<file path="config.mk">
export PLATFORM = sky130hd
export DESIGN_NAME = letc_core_amo_seq
export DESIGN_NICKNAME = d
export VERILOG_FILES = /design/src/rtl/letc_core_amo_seq.sv
export SDC_FILE = /design/constraint.sdc
export NUM_CORES = 1
export LEC_CHECK = 0
export ABC_AREA = 1
export CORE_MARGIN = 1.5
export CORE_UTILIZATION = 50
export CTS_BUF_LIST = sky130_fd_sc_hd__clkbuf_8
export DETAILED_ROUTE_END_ITERATION = 8
export PLACE_DENSITY = 0.77
export SLEW_MARGIN = 5
export SYNTH_ARGS = -nofsm -noshare
export SYNTH_HDL_FRONTEND = slang
export SYNTH_SLANG_ARGS = --single-unit
</file>
<file path="constraint.sdc">
create_clock -name clk -period 4.92 [get_ports clk]
set_input_delay 0.738 -clock clk [delete_from_list [all_inputs] [get_ports clk]]
set_output_delay 0.738 -clock clk [all_outputs]
set_load 0.02 [all_outputs]
</file>
<file path="src/rtl/letc_core_amo_seq.sv">
// Atomic memory operation sequencer. It runs one AMO, LR or SC at a time
// against the data memory subsystem as a load/modify/store pair, and keeps
// a single LR reservation that expires after RSV_TIMEOUT cycles.
//
// state   | meaning
// IDLE    | ready for a new request
// LD_REQ  | load presented, waiting for mem_req_ready (flush may still kill)
// LD_WAIT | load issued, waiting for its response (flush diverts to DRAIN)
// ST_REQ  | store presented; op is committed, flush ignored
// ST_WAIT | store issued, waiting for its response; result issued here
// DRAIN   | op was flushed during the load, swallowing the orphaned response
module letc_core_amo_seq #(
   parameter int unsigned RSV_TIMEOUT = 64
) (
   input  logic        clk,
   input  logic        rst,
   input  logic        req_valid,
   output logic        req_ready,
   input  logic [3:0]  req_op,
   input  logic [31:0] req_addr,
   input  logic [31:0] req_rs2,
   input  logic        flush,
   output logic        mem_req_valid,
   input  logic        mem_req_ready,
   output logic        mem_req_we,
   output logic [31:0] mem_req_addr,
   output logic [31:0] mem_req_wdata,
   input  logic        mem_rsp_valid,
   input  logic [31:0] mem_rsp_rdata,
   output logic        res_valid,
   output logic [31:0] res_data,
   output logic        busy
);

   localparam logic [3:0] OP_SWAP = 4'd0;
   localparam logic [3:0] OP_ADD  = 4'd1;
   localparam logic [3:0] OP_AND  = 4'd2;
   localparam logic [3:0] OP_OR   = 4'd3;
   localparam logic [3:0] OP_XOR  = 4'd4;
   localparam logic [3:0] OP_MIN  = 4'd5;
   localparam logic [3:0] OP_MAX  = 4'd6;
   localparam logic [3:0] OP_MINU = 4'd7;
   localparam logic [3:0] OP_MAXU = 4'd8;
   localparam logic [3:0] OP_LR   = 4'd9;
   localparam logic [3:0] OP_SC   = 4'd10;

   localparam logic [7:0] RSV_LOAD = 8'(RSV_TIMEOUT);

   typedef enum logic [2:0] {
      IDLE,
      LD_REQ,
      LD_WAIT,
      ST_REQ,
      ST_WAIT,
      DRAIN
   } state_t;

   state_t      state_q, state_d;
   logic [3:0]  op_q, op_d;
   logic [31:0] addr_q, addr_d;
   logic [31:0] rs2_q, rs2_d;
   logic [31:0] old_q, old_d;
   logic        sc_fail_q, sc_fail_d;

   logic        rsv_valid_q, rsv_valid_d;
   logic [31:0] rsv_addr_q, rsv_addr_d;
   logic [7:0]  rsv_cnt_q, rsv_cnt_d;

   logic        accept;
   logic        rsv_hit;
   logic        lr_done;
   logic        sc_done;
   logic        rmw_done;
   logic [31:0] store_data;

   assign accept  = req_valid && (state_q == IDLE) && !flush;
   assign rsv_hit = rsv_valid_q && (rsv_addr_q == req_addr);

   assign req_ready     = (state_q == IDLE);
   assign busy          = (state_q != IDLE);
   assign mem_req_we    = (state_q == ST_REQ);
   assign mem_req_addr  = addr_q;
   assign mem_req_wdata = (state_q == ST_REQ) ? store_data : 32'd0;

   // Store value from the loaded word and the operand; unknown ops behave as SWAP.
   always_comb begin
      store_data = rs2_q;
      unique case (op_q)
         OP_ADD:  store_data = old_q + rs2_q;
         OP_AND:  store_data = old_q & rs2_q;
         OP_OR:   store_data = old_q | rs2_q;
         OP_XOR:  store_data = old_q ^ rs2_q;
         OP_MIN:  store_data = ($signed(old_q) < $signed(rs2_q)) ? old_q : rs2_q;
         OP_MAX:  store_data = ($signed(old_q) > $signed(rs2_q)) ? old_q : rs2_q;
         OP_MINU: store_data = (old_q < rs2_q) ? old_q : rs2_q;
         OP_MAXU: store_data = (old_q > rs2_q) ? old_q : rs2_q;
         default: store_data = rs2_q;
      endcase
   end

   // Sequencer next state, memory handshake and result pulse.
   always_comb begin
      state_d       = state_q;
      op_d          = op_q;
      addr_d        = addr_q;
      rs2_d         = rs2_q;
      old_d         = old_q;
      sc_fail_d     = 1'b0;
      mem_req_valid = 1'b0;
      res_valid     = 1'b0;
      res_data      = 32'd0;
      lr_done       = 1'b0;
      sc_done       = 1'b0;
      rmw_done      = 1'b0;

      // A failed SC reports one cycle after acceptance while already back in IDLE.
      if (sc_fail_q) begin
         res_valid = 1'b1;
         res_data  = 32'd1;
      end

      unique case (state_q)
         IDLE: begin
            if (accept) begin
               op_d   = (req_op > OP_SC) ? OP_SWAP : req_op;
               addr_d = req_addr;
               rs2_d  = req_rs2;
               if (req_op == OP_SC) begin
                  if (rsv_hit) state_d = ST_REQ;
                  else         sc_fail_d = 1'b1;
               end else begin
                  state_d = LD_REQ;
               end
            end
         end
         LD_REQ: begin
            // Valid is withdrawn under flush so the killed load never reaches memory.
            if (flush) begin
               state_d = IDLE;
            end else begin
               mem_req_valid = 1'b1;
               if (mem_req_ready) state_d = LD_WAIT;
            end
         end
         LD_WAIT: begin
            if (mem_rsp_valid) begin
               old_d = mem_rsp_rdata;
               // Flush coinciding with the response needs no drain: nothing is left pending.
               if (flush) begin
                  state_d = IDLE;
               end else if (op_q == OP_LR) begin
                  res_valid = 1'b1;
                  res_data  = mem_rsp_rdata;
                  lr_done   = 1'b1;
                  state_d   = IDLE;
               end else begin
                  state_d = ST_REQ;
               end
            end else if (flush) begin
               state_d = DRAIN;
            end
         end
         ST_REQ: begin
            mem_req_valid = 1'b1;
            if (mem_req_ready) state_d = ST_WAIT;
         end
         ST_WAIT: begin
            if (mem_rsp_valid) begin
               res_valid = 1'b1;
               if (op_q == OP_SC) begin
                  res_data = 32'd0;
                  sc_done  = 1'b1;
               end else begin
                  res_data = old_q;
                  rmw_done = 1'b1;
               end
               state_d = IDLE;
            end
         end
         DRAIN: begin
            if (mem_rsp_valid) state_d = IDLE;
         end
         default: state_d = IDLE;
      endcase
   end

   // Reservation: timed expiry, cleared by SC completion or an RMW to the same word.
   always_comb begin
      rsv_valid_d = rsv_valid_q;
      rsv_addr_d  = rsv_addr_q;
      rsv_cnt_d   = rsv_cnt_q;

      if (rsv_valid_q) begin
         if (rsv_cnt_q <= 8'd1) begin
            rsv_valid_d = 1'b0;
            rsv_cnt_d   = 8'd0;
         end else begin
            rsv_cnt_d = rsv_cnt_q - 8'd1;
         end
      end

      if (sc_done || (rmw_done && (addr_q == rsv_addr_q))) begin
         rsv_valid_d = 1'b0;
         rsv_cnt_d   = 8'd0;
      end

      if (lr_done) begin
         rsv_valid_d = 1'b1;
         rsv_addr_d  = addr_q;
         rsv_cnt_d   = RSV_LOAD;
      end
   end

   // State and datapath registers; reset abandons any outstanding access.
   always_ff @(posedge clk or posedge rst) begin
      if (rst) begin
         state_q     <= IDLE;
         op_q        <= OP_SWAP;
         addr_q      <= 32'd0;
         rs2_q       <= 32'd0;
         old_q       <= 32'd0;
         sc_fail_q   <= 1'b0;
         rsv_valid_q <= 1'b0;
         rsv_addr_q  <= 32'd0;
         rsv_cnt_q   <= 8'd0;
      end else begin
         state_q     <= state_d;
         op_q        <= op_d;
         addr_q      <= addr_d;
         rs2_q       <= rs2_d;
         old_q       <= old_d;
         sc_fail_q   <= sc_fail_d;
         rsv_valid_q <= rsv_valid_d;
         rsv_addr_q  <= rsv_addr_d;
         rsv_cnt_q   <= rsv_cnt_d;
      end
   end

`ifndef SYNTHESIS
   // Responses are only meaningful while a memory access is outstanding.
   a_rsp_in_wait: assert property (@(posedge clk) disable iff (rst)
      mem_rsp_valid |-> (state_q inside {LD_WAIT, ST_WAIT, DRAIN}));
`endif

endmodule

</file>
==> reports/metrics.yaml <==
status: "complete, no violations"
dp_hpwl_um: 33900
grt_usage_pct: 34.4
cap_violations: 0
area_delta_synth_final_pct: 22.3
place_area_mm2: 0.0159
core_mm2: 0.0262
leakage_nw: 8.18
post_drt_wl_per_cell_um: 17.8
synth_ff_type: "dfrtp_1"
path_common_cell: "nand2_1"
cp-end-kind: "output port"
finalHoldViolCount: 0
num_rows: 59
fin_crit_ns: 4.76
root_buffer: "clkbuf_8"
grt_setup_unrepaired: "yes"
ys_types: 46
htreeDepth: 4
layout_common_cells: "nand2_1, inv_1, nor2_1"
synth-edff-count: 0
io_pins: 207
vias: 15200
yosys_warnings: 0
postRouteAntennaNets: 0
final_common_cell: "nand2_1"
critPathBufInv: 5
numClockSinks: 145
synth_top_area_share_pct: 27.0
first_iter_violations: 1526
final.setup_skew_ns: 0.0253
finalInstanceArea_mm2: 0.0164
grt_pass1_wl_um: 77000
gp_congestion: 1.01
max_freq_mhz: 210
synth_nets: 2347
fp.dieH_um: 167
vias_per_cell: 5.71
grt_overflow: 0
tns_ns: 0
antenna_found_initial: 1
ys_seq_area_share_pct: 27.0
r2r_slack_ns: 2.28
ys_ff_latch: 145
cp.required_ns: 4.18
drt_pass1_iterations: 6
worst_pin_slew_ns: 1.13
post-route-period-util_pct: 96.7
synth_cells: 2142
hold_ws_ns: 0.520
cp_slowest_cell: "clkdlybuf4s50_1"
worstPathMaxFanout: 15
tritoncts: "built"
startpoint_type: "register"
clk_pin_slew_ns: 0.11
setup_viol: 0
crit_chain: "inv_1 > ha_2 > inv_1 > a21o_1 > a21oi_1 > nand2_1 > nand2_1 > nand2_1 > nand2_2 > nand2_8 > inv_1 > nand2_1 > nand2_1 > nand2_1 > nand2_1 > nor2_1 > nand3_1 > nand2_1 > inv_1 > clkdlybuf4s50_1"
grt_pass1_vias: 14800
cts_buffers: 17
syn_area_per_cell_um2: 6.27
dieWidth_um: 167
postCtsSetupRepairBufs: 0
antenna_cells: 0
synth_top_area_cell: "dfrtp_1"
slew_headroom_pct: 24.8
async_flop_share_pct: 100
layout-drive-gt1-share_pct: 5.62
drv_slew: 0
ir_drop_mv: 0.465
initial_core_util_pct: 51.2
grt_start_max_net_pins: 90
port_buffers: 206
finalNetCount: 2524
slowest_delay_ns: 0.59
worstPathArrival_ns: 4.02
die-area_mm2: 0.0279
synth.cell_area_mm2: 0.0134
p_per_area_mw_per_mm2: 747
path_delay_family: "buffers and inverters"
clkLatencyLatePin_ns: 0.49
finalPower_mw: 12.3
clockBufferDepth: 2
synthTopCellsByArea: "dfrtp_1, nand2_1, ha_1, inv_1, nand3_1"
drc: 0
wirelength_um: 47600
worstSetupPathType: "reg -> out"
hp-class: "reg -> reg"
-- state kept, by name (all words and copies together) (netlist names) --
name          flops
mem_req_addr     32
old_q            32
op_q              4
rs2_q            32
rsv_addr_q       32
rsv_cnt_q         8
rsv_valid_q       1
sc_fail_q         1
state_q           3
-- cells in the mapped netlist (13+ instances only) --
master and instances:
nor3_1 35, ha_1 98, clkbuf_1 65, xor2_1 24, nor2_1 231, buf_2 18
a21oi_1 92, a211oi_1 13, o211ai_1 19, o22ai_1 46, nand3_1 220, o21ai_0 216
nand2_1 509, dfrtp_1 145, inv_1 296, nand4_1 32
-- path summary, 6_finish.rpt --
path | start | end | depth (start not counted)
max in group asynchronous | rst | old_q[26]$_DFFE_PP0P_ | 3
hold reg to reg | rsv_cnt_q[1]$_DFFE_PP0P_ | rsv_cnt_q[1]$_DFFE_PP0P_ | 2
setup / recovery | old_q[7]$_DFFE_PP0P_ | mem_req_wdata[31] | 20
min in group asynchronous | rst | rsv_addr_q[7]$_DFFE_PP0P_ | 2
setup reg to reg | state_q[0]$_DFFE_PP0P_ | rs2_q[16]$_DFFE_PP0P_ | 7
hold / removal | rsv_cnt_q[1]$_DFFE_PP0P_ | rsv_cnt_q[1]$_DFFE_PP0P_ | 2
-- tightest hold or removal path: cells and delay by family (launching register included) --
family	cells	cell delay, ns
AO/OA/AOI/OAI	1	0.06
flip-flops	1	0.37
AND/OR/NAND/NOR	1	0.06
-- metal layers --
metal / global-route usage, % / wire length, µm / vias to the layer above
met1: 45.2 / 20100 / 7068
met2: 55.2 / 21600 / 732
met3: 6.80 / 4420 / 89
li1: - / - / 7345
met5: 0 / 13 / -
met4: 14.7 / 1460 / 2
-- cell type report --
type	instances	area [µm²]
Clock buffer	17	234
Inverter	301	1140
Fill cell	2500	9780
Clock inverter	15	145
Timing Repair Buffer	249	2470
Multi-Input combinational cell	1605	8380
Sequential cell	145	3640
Tap cell	335	419
-- report_power, final --
part	internal, mW	switching [mW]
sequential	1.71	0.618
clock	0.376	0.608
combinational	3.06	5.90
total	5.15	7.12
-- per-stage QoR --
| stage | utilization [%] | setup slack, ns | instances |
|---|---|---|---|
| 5_1_grt | 62.7 | -0.0269 | 2667 |
| 3_3_place_gp | 60.7 | 0.509 | 2635 |
| 4_1_cts | 62.2 | 0.0110 | 2667 |
| 3_5_place_dp | 60.7 | 0.419 | 2635 |
| 6_report | 62.7 | 0.161 | 2667 |
| 2_1_floorplan | - | 0.287 | 2142 |
-- cell families after synthesis --
kind of cell / count (synthesis) / share of synthesized area (%)
buf+inv: 392 / 11.2
simple gates: 1059 / 33.2
fa+ha+maj: 99 / 9.28
xor+xnor: 29 / 1.89
compound gates: 418 / 17.3
flops: 145 / 27.0
-- timing repair --
item                                    4_1_cts  5_1_grt
endpoints found under the setup margin       28       32
pin swaps                                     0        0
hold buffers                                  0        0
gates cloned                                  0        0
resized for setup                             3       50
Note: power is estimated with default switching activity, not from simulation.
